### src/rtl/dc_ramp_pkg.sv
// Shared definitions for the DC-motor duty profile generator: channel modes
// and a small unsigned clamp helper used when deriving the effective target.
package dc_ramp_pkg;

  // Per-channel operating mode. 2'b11 is not named and behaves as hold.
  typedef enum logic [1:0] {
    MODE_HOLD = 2'b00,
    MODE_TRI  = 2'b01,
    MODE_SLEW = 2'b10
  } mode_t;

  // Clamp an unsigned value into [lo, hi]. Callers guarantee lo <= hi.
  function automatic logic [31:0] clamp_u32(input logic [31:0] v,
                                            input logic [31:0] lo,
                                            input logic [31:0] hi);
    logic [31:0] r;
    r = v;
    if (v < lo) r = lo;
    else if (v > hi) r = hi;
    return r;
  endfunction

endpackage

### src/rtl/dc_ramp_ch.sv
// One duty channel: duty, sweep direction and done-pulse registers plus the
// per-tick hold / triangle / slew next-state logic. All arithmetic is done one
// bit wider than the duty so that duty+step can never wrap.
module dc_ramp_ch
  import dc_ramp_pkg::*;
#(
  parameter int DUTY_W    = 8,
  parameter int DUTY_MIN  = 1,
  parameter int DUTY_MAX  = 99,
  parameter int DUTY_STEP = 1
) (
  input  logic              clk,
  input  logic              rst,
  input  logic              tick,
  input  logic [1:0]        mode,
  input  logic [DUTY_W-1:0] target,
  output logic [DUTY_W-1:0] duty,
  output logic              done
);

  localparam int W1 = DUTY_W + 1;
  localparam logic [W1-1:0] MIN_W  = W1'(DUTY_MIN);
  localparam logic [W1-1:0] MAX_W  = W1'(DUTY_MAX);
  localparam logic [W1-1:0] STEP_W = W1'(DUTY_STEP);

  logic [DUTY_W-1:0] duty_q, duty_d;
  logic              dir_up_q, dir_up_d;
  logic              done_q, done_d;
  logic [W1-1:0]     duty_w, tgt_w, nxt_w;

  // Next duty/direction/done; only a tick cycle can change anything.
  always_comb begin
    duty_w   = {1'b0, duty_q};
    tgt_w    = W1'(clamp_u32(32'(target), 32'(DUTY_MIN), 32'(DUTY_MAX)));
    nxt_w    = duty_w;
    dir_up_d = dir_up_q;
    done_d   = 1'b0;
    if (tick) begin
      case (mode_t'(mode))
        MODE_TRI: begin
          // An out-of-range duty is pulled back to the violated bound first.
          if (duty_w < MIN_W) begin
            nxt_w = MIN_W;
          end else if (duty_w > MAX_W) begin
            nxt_w = MAX_W;
          end else if (dir_up_q) begin
            if (duty_w + STEP_W >= MAX_W) begin
              nxt_w    = MAX_W;
              dir_up_d = 1'b0;
            end else begin
              nxt_w = duty_w + STEP_W;
            end
          end else begin
            if (duty_w <= MIN_W + STEP_W) begin
              nxt_w    = MIN_W;
              dir_up_d = 1'b1;
            end else begin
              nxt_w = duty_w - STEP_W;
            end
          end
        end
        MODE_SLEW: begin
          if (duty_w < MIN_W) begin
            nxt_w = MIN_W;
          end else if (duty_w > MAX_W) begin
            nxt_w = MAX_W;
          end else if (duty_w < tgt_w) begin
            nxt_w = (duty_w + STEP_W >= tgt_w) ? tgt_w : duty_w + STEP_W;
          end else if (duty_w > tgt_w) begin
            nxt_w = (duty_w <= tgt_w + STEP_W) ? tgt_w : duty_w - STEP_W;
          end
          // Pulse only on the arrival tick, never while parked on the target.
          done_d = (nxt_w == tgt_w) && (duty_w != tgt_w);
        end
        default: begin
        end
      endcase
    end
    duty_d = DUTY_W'(nxt_w);
  end

  // Channel state registers; reset parks the channel at the lower bound, sweeping up.
  always_ff @(posedge clk or posedge rst) begin
    if (rst) begin
      duty_q   <= DUTY_W'(DUTY_MIN);
      dir_up_q <= 1'b1;
      done_q   <= 1'b0;
    end else begin
      duty_q   <= duty_d;
      dir_up_q <= dir_up_d;
      done_q   <= done_d;
    end
  end

  assign duty = duty_q;
  assign done = done_q;

endmodule

### src/rtl/dc_duty_ramp.sv
// Multi-channel duty-cycle profile generator. A shared step timer produces one
// tick every STEP_US microseconds; each channel advances its duty on that tick
// according to its mode and drives one PWM generator downstream.
module dc_duty_ramp
  import dc_ramp_pkg::*;
#(
  parameter int CLK_FRE   = 50,
  parameter int CH_NUM    = 2,
  parameter int DUTY_W    = 8,
  parameter int DUTY_MIN  = 1,
  parameter int DUTY_MAX  = 99,
  parameter int DUTY_STEP = 1,
  parameter int STEP_US   = 20000
) (
  input  logic                     clk,
  input  logic                     rst,
  input  logic                     enable,
  input  logic [2*CH_NUM-1:0]      ch_mode,
  input  logic [DUTY_W*CH_NUM-1:0] ch_target,
  output logic [DUTY_W*CH_NUM-1:0] dc_duty,
  output logic [CH_NUM-1:0]        ch_done,
  output logic                     tick
);

  localparam int TICK_CYC = STEP_US * CLK_FRE;
  localparam int CNT_W    = (TICK_CYC > 1) ? $clog2(TICK_CYC) : 1;
  localparam logic [CNT_W-1:0] CNT_TERM = CNT_W'(TICK_CYC - 1);

  logic [CNT_W-1:0] cnt_q, cnt_d;

  // Step timer: free-runs while enabled, held at zero otherwise; tick marks the
  // terminal count and is forced low while reset is asserted.
  always_comb begin
    cnt_d = '0;
    if (enable && (cnt_q != CNT_TERM)) cnt_d = cnt_q + CNT_W'(1);
    tick = enable && (cnt_q == CNT_TERM) && !rst;
  end

  // Step timer register.
  always_ff @(posedge clk or posedge rst) begin
    if (rst) cnt_q <= '0;
    else     cnt_q <= cnt_d;
  end

  for (genvar k = 0; k < CH_NUM; k++) begin : g_ch
    dc_ramp_ch #(
      .DUTY_W   (DUTY_W),
      .DUTY_MIN (DUTY_MIN),
      .DUTY_MAX (DUTY_MAX),
      .DUTY_STEP(DUTY_STEP)
    ) u_ch (
      .clk   (clk),
      .rst   (rst),
      .tick  (tick),
      .mode  (ch_mode[2*k +: 2]),
      .target(ch_target[DUTY_W*k +: DUTY_W]),
      .duty  (dc_duty[DUTY_W*k +: DUTY_W]),
      .done  (ch_done[k])
    );
  end

endmodule

### config.mk
export PLATFORM = sky130hd
export DESIGN_NAME = dc_duty_ramp
export DESIGN_NICKNAME = d
export VERILOG_FILES = /design/src/rtl/dc_ramp_pkg.sv /design/src/rtl/dc_ramp_ch.sv /design/src/rtl/dc_duty_ramp.sv
export SDC_FILE = /design/constraint.sdc
export NUM_CORES = 1
export LEC_CHECK = 0
export BUFFER_PORTS_ARGS = -buffer_cell sky130_fd_sc_hd__buf_2
export CORE_UTILIZATION = 35
export CTS_CLUSTER_SIZE = 10
export DETAILED_ROUTE_END_ITERATION = 8
export PLACE_DENSITY = 0.58
export SLEW_MARGIN = 20
export SYNTH_ARGS = -nofsm -noshare
export SYNTH_HDL_FRONTEND = slang
export SYNTH_SLANG_ARGS = --single-unit
### constraint.sdc
create_clock -name clk -period 3.6 [get_ports clk]
set_input_delay 0.36 -clock clk [delete_from_list [all_inputs] [get_ports clk]]
set_output_delay 0.36 -clock clk [all_outputs]
set_load 0.02 [all_outputs]
==> results, run 1 <==
- The critical path is of the input port to flop type.
- For this configuration, the core starts out at a cell density of 35.9%.
- The startpoint type of the worst setup path is an input port.
- The checks that failed: negative setup slack.
- Global routing used 24.5% of the available tracks.
- The wire length of the first global-routing pass is 32100 µm.
- The minimum clock period after layout is 3.86 ns.
- The total detailed-routing wirelength is 20600 µm.
- The synthesized design contains 0 enable-type register cells.
- Input and output buffers added on the ports amount to 41.
- A synthesized cell averages 7.52 µm².
- The number of cell rows is 46.
- The first routing iteration left 584 violations.
- The met3 track demand over resource in global routing is 4.13%.
- The die is 130 µm wide.
- TritonCTS built the clock tree.
- At the end of routability-driven placement, the weighted congestion stood at 0.978.
- The number of synthesized register bits is 40.
- In this run, distinct cell masters in the synthesized netlist total 81.
- The worst setup path is captured at a flop.
- TritonCTS created 5 clock buffers.
- The final core utilization is 49.1%.
- The number of warning messages in the yosys log is 0.
- The growth of design area from synthesis to finish is 37.0%.
- In this design, the critical path's most frequently occurring cell is sky130_fd_sc_hd__or3_4.
- For this run, global-route usage on met2 was measured as 37.2%.
- In this run the most used layer during global routing was met2.
- The H-tree depth is 2.
- Traced cell by cell, the critical path runs through buf_8, or3_4, nor4_4, or3_4, ha_4, nand4_1, nor3_2, nor2_1, ha_1, nand2_2, or4_4, o211ai_1, buf_4, o41a_1, o311ai_2, a211oi_2, or4b_4, nor4_2.
- Power spread over the standard cell area amounts to 214 nW/µm².
- The number of global-route vias before repair is 6172.
- The count of inserted antenna diode cells is 0.
- The final-stage net count is 1009.
- The detailed router placed 6614 vias in this run.
- The placed wire-length estimate after detailed placement is 15700 µm.
- The root buffer selected by CTS is sky130_fd_sc_hd__clkbuf_16.
- The critical path contains buffers and inverters numbering 2 combined.
- Hold repair after CTS inserted 0 buffers.
- In the routed design, unresolved DRC markers number 0.
- The number of search-and-repair iterations in the first detailed-routing pass is 5.
- The core box area is 15900 µm².
- The maximum buffer depth of the clock tree is 2.
- In this run the worst path has a maximum fanout of 4.
- Once layout is complete, the cells apart from fillers number 1142.
- In this run the count of I/O pins placed on the die edge is 42.
- Among all stages on the critical path, the largest delay is contributed by sky130_fd_sc_hd__or4b_4.
- The cell area after placement is 7200 µm².
- The via density per instance is 5.79.
- Of the cells placed in the final design, the portion with a size suffix greater than 1 is 33.8%.
- The maximum clock frequency is 0.259 GHz.
- The number of slew-limit violations in the final report is 0.
- The pin slew with the least headroom to its limit is 0.916 ns.
- At the later pin of the worst-skew pair, clock insertion delay measures 0.29 ns.
- On the critical path the largest part of the delay comes from simple AND/OR/NAND/NOR gates.
- The cell count along the critical path is 18.
- For met1 alone, demand over resource in global routing was 35.1%.
- After detailed routing, the average wire length per cell comes to 18.0 µm.
- The placed instance count is 1129.
- The main flop type after synthesis is sky130_fd_sc_hd__dfrtp_1.
- The post-CTS clock slew at the launch and capture registers of the worst setup and hold paths is 0.07 ns.
- Across the VDD grid, the largest voltage drop is 165 µV.
- Data on the critical path is required at its endpoint by 3.80 ns.
- The number of hold violations in the final report is 0.
- The number of nets with antenna violations after routing is 0.
- Setup repair after global routing could not meet its margin everywhere.
- In this run the worst hold path is classified as input port to async pin.
- The max-capacitance violation count is 0.
- For this run the aggregate overflow at the end of global routing stands at 0.
- In this design, the stage delay of the slowest critical-path cell is 0.48 ns.
- The post-route fraction of the period consumed by the critical path is 107%.
- The worst-case reg-to-reg path depth is 16.
- At the worst endpoint, the arrival time is 4.06 ns.
- The gate count of the mapped netlist is 758.
- For the final routed database, the setup TNS stands at -0.449 ns.
- The die is 130 µm tall.
- Headroom to the max-slew limit came out at 38.3%.
- In this run the static leakage power is 0.00343 µW.
- Setup slack on the critical path of the routed design comes to -0.263 ns.
- Setup violations remaining at the end of the flow were counted as 4.
- Of the synthesized area, sequential elements account for 17.7%.
- The synthesized cell area is 5700 µm².
- Entering global routing, the biggest net connects 41 pins.
- The die covers 16800 µm².
- The number of antenna violations at the first check in global routing is 1.
- The async set-reset flop share out of synthesis is 100%.
- The run finished, with violations left.
- Between clock sinks in the finished design, the worst skew comes to 0.00860 ns.
- The clock drives 40 sinks.
- The finished cells cover 7810 µm².
worst min-delay path: cells and delay by family:
family	cells	cell delay, ns
buf+inv	3	0.61
cells in the mapped netlist (9+ instances only):
cell type,count,area share (%)
sky130_fd_sc_hd__nand2_1,67,4.4
sky130_fd_sc_hd__nor4_1,17,1.9
sky130_fd_sc_hd__a21oi_1,43,3.8
sky130_fd_sc_hd__ha_1,61,13
sky130_fd_sc_hd__xnor2_1,29,4.5
sky130_fd_sc_hd__mux2i_1,12,2.1
sky130_fd_sc_hd__nor3_1,20,1.8
sky130_fd_sc_hd__and3_1,14,1.5
sky130_fd_sc_hd__clkbuf_1,27,1.8
sky130_fd_sc_hd__inv_1,43,2.8
sky130_fd_sc_hd__xor2_1,17,2.6
sky130_fd_sc_hd__a2111oi_0,9,1.4
sky130_fd_sc_hd__nand4_1,10,1.1
sky130_fd_sc_hd__a211oi_1,10,1.3
sky130_fd_sc_hd__o211ai_1,16,2.1
sky130_fd_sc_hd__dfrtp_1,36,16
sky130_fd_sc_hd__nor2_1,69,4.5
sky130_fd_sc_hd__a31oi_1,14,1.5
sky130_fd_sc_hd__nand3_1,42,3.7
sky130_fd_sc_hd__o21ai_0,38,3.3
sky130_fd_sc_hd__a21o_1,13,1.7
cells in the final DEF, fill, tap and decap left out, drive strengths merged, types with 16 or more instances in the layout:
cell and instances:
dfrtp 36, o21ai 38, xor2 17, nor3 20
nand3 42, nand2 67, buf 195, o211ai 16
nor2 70, a21oi 43, inv 43, xnor2 29
nor4 19, ha 61
power by group:
part           internal [µW]  leakage, µW  switching [µW]
clock network            327    0.0000808             191
registers                460     0.000511            10.8
logic                    304      0.00284             382
repair_timing:
item / in CTS / in global routing
setup buffers: 4 / 3
setup endpoints to repair: 13 / 16
gates resized for setup: 18 / 80
cloned: 0 / 0
pin swaps: 19 / 34
endpoints found under the hold margin: 0 / 0
through the flow:
step / setup WS (ns) / hold slack (ns) / power (µW)
after floorplan: -0.309 / 0.455 / 833
after global placement: -0.535 / 0.480 / 1080
after detailed placement: -0.628 / 0.484 / 1090
after CTS: -0.226 / 0.262 / 1620
after global routing: -0.442 / 0.284 / 1760
final: -0.263 / 0.223 / 1670
layout make-up:
| cell class | count | area, µm² |
|---|---|---|
| repair buffers | 195 | 1400 |
| well taps | 216 | 270 |
| inverters | 44 | 165 |
| fillers | 1599 | 8080 |
| clock buffers | 6 | 129 |
| flip-flops and latches | 40 | 1010 |
| multi-input cells | 639 | 4810 |
| clock inverters | 2 | 35.0 |
final timing paths:
path / from / slack [ns] / to
max in group asynchronous: rst / 2.97 / g_ch[1].u_ch.duty[1]
min in group clk: enable / 0.35 / cnt_q[4]
hold / removal: rst / 0.22 / g_ch[0].u_ch.duty[2]
setup / recovery: ch_target[12] / -0.26 / g_ch[1].u_ch.done
hold reg to reg: cnt_q[0] / 0.49 / cnt_q[0]
setup reg to reg: g_ch[1].u_ch.duty[0] / -0.03 / g_ch[1].u_ch.done
cells by family after synthesis:
logic type	count (synthesis)	share of synthesized area (%)
flops	40	17.7
xor+xnor	46	7.07
compound gates	221	26.8
simple gates	289	25.4
other cells	1	0.0658
mux	16	2.90
buf+inv	84	6.74
fa+ha+maj	61	13.4
layer usage:
layer,share of wire [%],routed length (µm)
met5,0.049,10
met4,1.8,375
met3,7.9,1620
met2,44,9040
met1,46,9540
sequential cells by signal, summed over array words and instances (netlist names):
| signal | count |
|---|---|
| g_ch.u_ch.done | 2 |
| g_ch.u_ch.duty | 16 |
| cnt_q | 20 |
| g_ch.u_ch.dir_up_q | 2 |
Note: power is estimated with default switching activity, not from simulation.
==> run 2, diff against run 1 <==
Settings changed: SETUP_SLACK_MARGIN set to 0.1.
==> run 2 against run 1 <==
Effect of this change:
- the flow still finishes with violations (negative setup slack)
- sequential share of layout area is 0.51 points lower
- register-to-register slack worse by 0.04 ns
- flip-flop and latch count stayed put
- non-clock buffer count is 17 higher
- hold slack worse by 0.015 ns
- clock-buffer cell count is 1 higher
- critical path type unchanged
- largest power group unchanged
==> results, run 2 (synthesis gave the netlist of run 1 again) <==
- The count of input and output buffers came to 41 (unchanged).
- The root buffer selected by CTS is sky130_fd_sc_hd__clkbuf_16.
- The horizontal die dimension was 130 µm (unchanged).
- The fraction of final layout cells with drive strength greater than 1 came to 36.3% (+2.5 points).
- The number of cell rows is 46 (unchanged).
- The wire length of the first global-routing pass came to 34300 µm (+6.9%).
- The via density per instance is 5.84 (+0.79%).
- The largest net degree at the start of global routing was 41 (unchanged).
- The number of global-route vias before repair is 6381 (+3.4%).
- The clock network fraction of design power is 26.5% (-4.4 points).
- The total detailed-routing wirelength came to 22000 µm (+7.1%).
- The worst register-to-register path begins at g_ch[1].u_ch.duty[0].
- The count of pins on the block boundary is 42 (unchanged).
- The total clock sinks is 40 (unchanged).
- The final-stage net count is 1027 (+1.8%).
- The setup slack after layout was -0.314 ns (-0.0515 ns).
- The headroom to the max-slew limit is 42.1% (+3.9 points).
- The count of inserted antenna diode cells came to 0 (unchanged).
- The filler cell count in the final layout was 1530 (-4.3%).
- The CTS tree is done.
- The post-route fraction of the period consumed by the critical path is 109% (+1.4 points).
- The y dimension of the die came to 130 µm (unchanged).
- The number of buffers created by CTS was 5 (unchanged).
- The initial DRC count came to 580 (-0.68%).
- The flow ran to the end, but the final reports show violations.
- The number of nets with antenna violations after routing was 0 (unchanged).
- The number of remaining DRC errors is 0 (unchanged).
- The final global-route overflow total came to 0 (unchanged).
- The internal power is 1050 µW (-3.8%).
- The internal reg-to-reg setup slack came to -0.07 ns (-0.04 ns).
- The number of antenna violations at the first check in global routing is 0 (-1).
- The critical path data required time is 3.79 ns (about the same).
- The class of the most critical hold timing path is input port to async pin.
- The element type at the critical path end is a flop.
- The core box area is 15900 µm² (unchanged).
- The clock latency on the worst-skew pair is 0.28 ns (about the same).
- The register ranked first by flip-flop count is cnt_q.
- The number of slew-limit violations in the final report was 0 (unchanged).
- The number of setup violations in the final report is 7 (+3).
- The worst-case reg-to-reg path depth is 15 (-1).
- The area growth from synthesis to layout is 42.7%.
- The number of search-and-repair iterations in the first detailed-routing pass is 6 (+1).
- The number of non-filler instances in the completed layout came to 1160 (+1.6%).
- The number of hold violations in the final report was 0 (unchanged).
- The H-tree depth is 2 (unchanged).
- The post-CTS clock slew at the launch and capture registers of the worst setup and hold paths is 0.06 ns (about the same).
- The last weighted congestion value of the routability-driven placer came to 0.991 (+1.3%).
- The cell leakage power is 0.00352 µW (+2.6%).
- The max-capacitance violation count came to 0 (unchanged).
- The combined global-route utilization of all metal layers came to 25.9% (+1.4 points).
- The number of flip-flops in the largest register came to 20 (unchanged).
- The startpoint type of the worst setup path is an input port.
- The placed wire-length estimate after detailed placement is 16400 µm (+4.5%).
- The reg-to-reg critical path endpoint is g_ch[1].u_ch.done.
- Leaving out fill and tap cells, the most frequent cells in the layout are sky130_fd_sc_hd__buf_4 (162), sky130_fd_sc_hd__nor2_1 (62), sky130_fd_sc_hd__nand2_1 (61).
- The area of the die is 16800 µm² (unchanged).
- The total area of sequential cells is 1010 µm² (unchanged).
- The logic gate share of total power is 44.9% (+3.9 points).
- The footprint of the multi-input gates is 4980 µm² (+3.6%).
- Setup repair after global routing could not meet its margin everywhere.
- The post-detailed-route wirelength per cell is 19.0 µm (+5.5%).
- The final reports fail on negative setup slack.
- The pin slew with the least headroom to its limit is 0.859 ns (-0.0576 ns).
- The commonest non-fill, non-tap cell in the layout is sky130_fd_sc_hd__buf_4.
- The count of hold-fix buffers inserted at cts is 0 (unchanged).
- The maximum clock frequency is 0.255 GHz (-1.3%).
- The category of the most critical setup path is input port to flop.
- The worst clock skew is 0.0108 ns (+0.00219 ns).
- The switching share of power is 36.4% (+1.5 points).
- The part of the power in registers is 28.6% (+0.5 points).
- The maximum buffer depth of the clock tree was 2 (unchanged).
- The power dissipated by switching net loads is 601 µW (+2.9%).
- The maximum fanout encountered on the critical timing path is 6 (+2).
- The worst setup timing slack at the placement stage is -0.662 ns (-0.0339 ns).
- The largest voltage drop on the vdd net is 213 µV (+29%).
- The minimum clock period after layout is 3.91 ns (+0.0515 ns).
- The critical path data arrival time was 4.10 ns (+0.04 ns).
- The placed instance count came to 1128 (-0.089%).
- The areal power density over the cells is 203 nW/µm² (-5.4%).
- The starting density of the core was 35.9% (unchanged).
- The via count of the routed design is 6771 (+2.4%).
-- run 2: what timing repair did --
item                                    in CTS  in global routing
endpoints found under the setup margin      15                 16
buffers inserted                            10                 16
gates cloned                                 1                  0
pin swaps                                   32                 41
gates resized for setup                     56                 72
-- run 2: area by class of cell --
type                    instances  area share (%)
multi-input cells             640            61.2
repair buffers                212            19.3
flip-flops and latches         40            12.4
well taps                     216            3.32
inverters                      44            2.03
clock buffers                   7            1.63
clock inverters                 1          0.0616
-- run 2: critical path: stages --
cell	delay, ns
sky130_fd_sc_hd__buf_8	0.10
sky130_fd_sc_hd__nor4_4	0.32
sky130_fd_sc_hd__nor2_2	0.07
sky130_fd_sc_hd__or3_4	0.41
sky130_fd_sc_hd__ha_4	0.18
sky130_fd_sc_hd__nand4_1	0.11
sky130_fd_sc_hd__nor3_1	0.06
sky130_fd_sc_hd__nor2_1	0.13
sky130_fd_sc_hd__ha_1	0.30
sky130_fd_sc_hd__a2111oi_4	0.35
sky130_fd_sc_hd__o21ai_2	0.10
sky130_fd_sc_hd__buf_4	0.16
sky130_fd_sc_hd__o211a_4	0.30
sky130_fd_sc_hd__mux2i_1	0.15
sky130_fd_sc_hd__a2111oi_1	0.38
sky130_fd_sc_hd__buf_4	0.20
sky130_fd_sc_hd__a211oi_4	0.04
sky130_fd_sc_hd__xnor2_1	0.17
sky130_fd_sc_hd__nor4_2	0.21
-- run 2: per-stage QoR --
| step | instance area, µm² | power [µW] | setup TNS [ns] | utilization [%] | hold slack (ns) |
|---|---|---|---|---|---|
| 2_1_floorplan | 5890 | 837 | -0.309 | - | 0.455 |
| 3_3_place_gp | 7260 | 1090 | -5.82 | 45.7 | 0.474 |
| 3_5_place_dp | 7260 | 1090 | -5.94 | 45.7 | 0.494 |
| 4_1_cts | 7680 | 1580 | -0.389 | 48.4 | 0.239 |
| 5_1_grt | 8130 | 1730 | -2.27 | 51.2 | 0.266 |
| 6_report | 8130 | 1650 | -1.08 | 51.2 | 0.208 |
-- run 2: how the worst max path moves through the flow --
stage	start	to	slack (ns)	cells after the start
global route	ch_target[10]	g_ch[1].u_ch.done	-0.44	19
detailed placement	ch_target[15]	g_ch[1].u_ch.done	-0.66	16
CTS	ch_target[12]	g_ch[1].u_ch.done	-0.16	19
global placement	ch_target[12]	g_ch[1].u_ch.done	-0.63	17
finish	ch_target[10]	g_ch[1].u_ch.done	-0.31	19
floorplan	rst	g_ch[1].u_ch.done	-0.31	8
-- run 2: metal layers --
metal | wire, µm | global-route usage [%] | vias to the layer above | part of all wire (%)
met5 | 0 | 0 | - | 0
li1 | - | - | 3209 | -
met3 | 1610 | 3.67 | 52 | 7.3
met1 | 9760 | 35.8 | 3212 | 44
met2 | 10100 | 42.7 | 298 | 46
met4 | 530 | 5.47 | 0 | 2.4
-- run 2: power by group through the flow --
| stage | clock network [µW] | logic [µW] | registers, µW |
|---|---|---|---|
| 6_report | 438 | 740 | 471 |
| 5_1_grt | 462 | 795 | 473 |
| 4_1_cts | 444 | 662 | 471 |
| 3_5_place_dp | 0 | 615 | 479 |
| 3_3_place_gp | 0 | 615 | 479 |
| 2_1_floorplan | 0 | 349 | 487 |
==> run 3, diff against run 2 <==
Settings changed: SKIP_CTS_REPAIR_TIMING set to 1, SKIP_LAST_GASP set to 1.
==> run 3 against run 2 <==
Effect of this change:
- the run still ends with negative setup slack left
- via count fell by 2.4%
- hold slack improved by 0.0017 ns
- fmax fell by 1.3%
- critical path depth fell by 1
- cell count fell by 1.5%
- clock power barely moved
- combinational power fell by 6.9%
- critical endpoint unchanged
- sequential share of layout area rose by 0.54 points
- utilization fell by 2.1 points
==> results, run 3 (synthesis gave the netlist of run 1 again) <==
- STA classifies the critical path startpoint as an input port.
- The path class of the tightest hold or removal check is input port to async pin.
- The cell leakage power was 0.00340 µW (-3.4%).
- The combined global-route utilization of all metal layers came to 25.1% (-0.79 points).
- The reg-to-reg critical path endpoint is g_ch[1].u_ch.done.
- The worst-case reg-to-reg path depth is 15 (unchanged).
- The maximum buffer depth of the clock tree came to 2 (unchanged).
- The number of cell rows is 46 (unchanged).
- The total clock sinks is 40 (unchanged).
- The internal power is 1020 µW (-2.4%).
- The startpoint identified for the worst register-to-register timing path is g_ch[1].u_ch.duty[0].
- The number of search-and-repair iterations in the first detailed-routing pass came to 7 (+1).
- The number of nets with antenna violations after routing is 0 (unchanged).
- The number of antenna violations at the first check in global routing is 0 (unchanged).
- The worst setup timing slack at the placement stage was -0.662 ns (unchanged).
- The final global-route overflow total is 0 (unchanged).
- The setup slack after layout came to -0.365 ns (-0.0510 ns).
- The library cell used most frequently in the layout, excluding fill and tap cells, is sky130_fd_sc_hd__buf_4.
- The logic gate share of total power is 43.2% (-1.7 points).
- The number of hold violations in the final report came to 0 (unchanged).
- The post-detailed-route wirelength per cell is 18.6 µm (-2.0%).
- TritonCTS built the clock tree.
- The final core utilization was 49.0% (-2.1 points).
- The post-route total power is 1600 µW (-3.2%).
- The critical path data required time came to 3.79 ns (about the same).
- The run finished, with violations left.
- The max-capacitance violation count came to 0 (unchanged).
- The number of buffers created by CTS came to 5 (unchanged).
- The placed instance count is 1128 (unchanged).
- The post-CTS clock slew at the launch and capture registers of the worst setup and hold paths is 0.06 ns (about the same).
- The setup total negative slack is -1.60 ns (-0.522 ns).
- The number of flip-flops in the largest register is 20 (unchanged).
- The pin slew with the least headroom to its limit was 0.789 ns (-0.0701 ns).
- The areal power density over the cells is 205 nW/µm² (+0.99%).
- The power dissipated by switching net loads came to 572 µW (-4.7%).
- The starting density of the core is 35.9% (unchanged).
- cnt_q holds more flip-flops than any other register.
- The category of the most critical setup path is input port to flop.
- The clock latency on the worst-skew pair is 0.28 ns (about the same).
- The number of slew-limit violations in the final report is 0 (unchanged).
- The final-stage net count came to 1010 (-1.7%).
- The switching share of power is 35.9% (-0.56 points).
- The minimum clock period after layout is 3.96 ns (+0.0510 ns).
- The number of setup violations in the final report is 9 (+2).
- The critical path data arrival time is 4.15 ns (+0.05 ns).
- The via count of the routed design came to 6610 (-2.4%).
- The largest net degree at the start of global routing is 41 (unchanged).
- The element type at the critical path end is a flop.
- The number of global-route vias before repair is 6219 (-2.5%).
- The H-tree depth came to 2 (unchanged).
- The total detailed-routing wirelength is 21300 µm (-3.5%).
- The area of the die is 16800 µm² (unchanged).
- The last weighted congestion value of the routability-driven placer was 0.991 (unchanged).
- The placed wire-length estimate after detailed placement is 16400 µm (unchanged).
- The headroom to the max-slew limit is 46.9% (+4.7 points).
- The part of the power in registers is 29.5% (+0.9 points).
- The worst clock skew came to 0.0103 ns (-0.000450 ns).
- The number of non-filler instances in the completed layout is 1143 (-1.5%).
- Setup repair after global routing could not meet its margin everywhere.
- The internal reg-to-reg setup slack is -0.05 ns (+0.02 ns).
- The core box area is 15900 µm² (unchanged).
- The maximum clock frequency is 0.252 GHz (-1.3%).
- The largest voltage drop on the vdd net is 212 µV (-0.54%).
- The fraction of final layout cells with drive strength greater than 1 is 33.0% (-3.3 points).
- From synthesis to final layout, the design area changed by 36.7%.
- The initial DRC count is 587 (+1.2%).
- The y dimension of the die is 130 µm (unchanged).
- The post-route fraction of the period consumed by the critical path came to 110% (+1.4 points).
- The root buffer selected by CTS is sky130_fd_sc_hd__clkbuf_16.
- The count of pins on the block boundary is 42 (unchanged).
- The count of input and output buffers was 41 (unchanged).
- The final reports fail on negative setup slack.
- The horizontal die dimension is 130 µm (unchanged).
- The number of remaining DRC errors is 0 (unchanged).
- Leaving out fill and tap cells, the most frequent cells in the layout are sky130_fd_sc_hd__buf_4 (150), sky130_fd_sc_hd__nor2_1 (64), sky130_fd_sc_hd__nand2_1 (62).
- The maximum fanout encountered on the critical timing path was 5 (-1).
- The wire length of the first global-routing pass was 33300 µm (-2.9%).
- The clock network fraction of design power is 27.3% (+0.8 points).
- The via density per instance is 5.78 (-0.93%).
- The count of inserted antenna diode cells is 0 (unchanged).
-- run 3: final cells by class --
class / instances / area, µm²
Fill cell: 1574 / 8100
Multi-Input combinational cell: 639 / 4790
Timing Repair Buffer: 196 / 1420
Sequential cell: 40 / 1010
Tap cell: 216 / 270
Inverter: 44 / 165
Clock buffer: 7 / 133
Clock inverter: 1 / 5.00
-- run 3: worst max-delay path: stages --
cell	delay, ns
sky130_fd_sc_hd__buf_2	0.14
sky130_fd_sc_hd__nor4_4	0.28
sky130_fd_sc_hd__nor2_1	0.10
sky130_fd_sc_hd__or3_4	0.40
sky130_fd_sc_hd__ha_4	0.17
sky130_fd_sc_hd__buf_4	0.13
sky130_fd_sc_hd__xor2_1	0.15
sky130_fd_sc_hd__ha_1	0.30
sky130_fd_sc_hd__nand4_1	0.13
sky130_fd_sc_hd__or4_4	0.55
sky130_fd_sc_hd__o211ai_1	0.10
sky130_fd_sc_hd__buf_4	0.17
sky130_fd_sc_hd__buf_4	0.13
sky130_fd_sc_hd__a21oi_4	0.06
sky130_fd_sc_hd__a211oi_4	0.24
sky130_fd_sc_hd__nor4_1	0.09
sky130_fd_sc_hd__or3b_4	0.42
sky130_fd_sc_hd__nor4_2	0.24
-- run 3: power by group through the flow --
stage               Combinational, µW  Sequential (µW)  Clock [µW]
floorplan                         349              487           0
CTS                               619              471         444
global placement                  615              479           0
finish                            689              471         435
global route                      745              472         462
detailed placement                615              479           0
-- run 3: worst max path at each step --
stage,from,end,cells after the start
3_5_place_dp,ch_target[15],g_ch[1].u_ch.done,16
2_1_floorplan,rst,g_ch[1].u_ch.done,8
4_1_cts,ch_target[12],g_ch[1].u_ch.done,17
3_3_place_gp,ch_target[12],g_ch[1].u_ch.done,17
5_1_grt,ch_target[10],g_ch[1].u_ch.done,19
6_report,ch_target[12],g_ch[1].u_ch.done,18
-- run 3: layer usage --
metal / vias to the layer above / track usage (%) / wire (µm)
li1: 3178 / - / -
met2: 295 / 41.9 / 9790
met3: 46 / 3.18 / 1490
met5: - / 0 / 0
met4: 0 / 4.65 / 373
met1: 3091 / 34.8 / 9630
-- run 3: metrics by stage --
stage,hold WS [ns],area [µm²]
2_1_floorplan,0.455,5890
3_3_place_gp,0.474,7260
3_5_place_dp,0.494,7260
4_1_cts,0.239,7390
5_1_grt,0.266,7790
6_report,0.210,7790
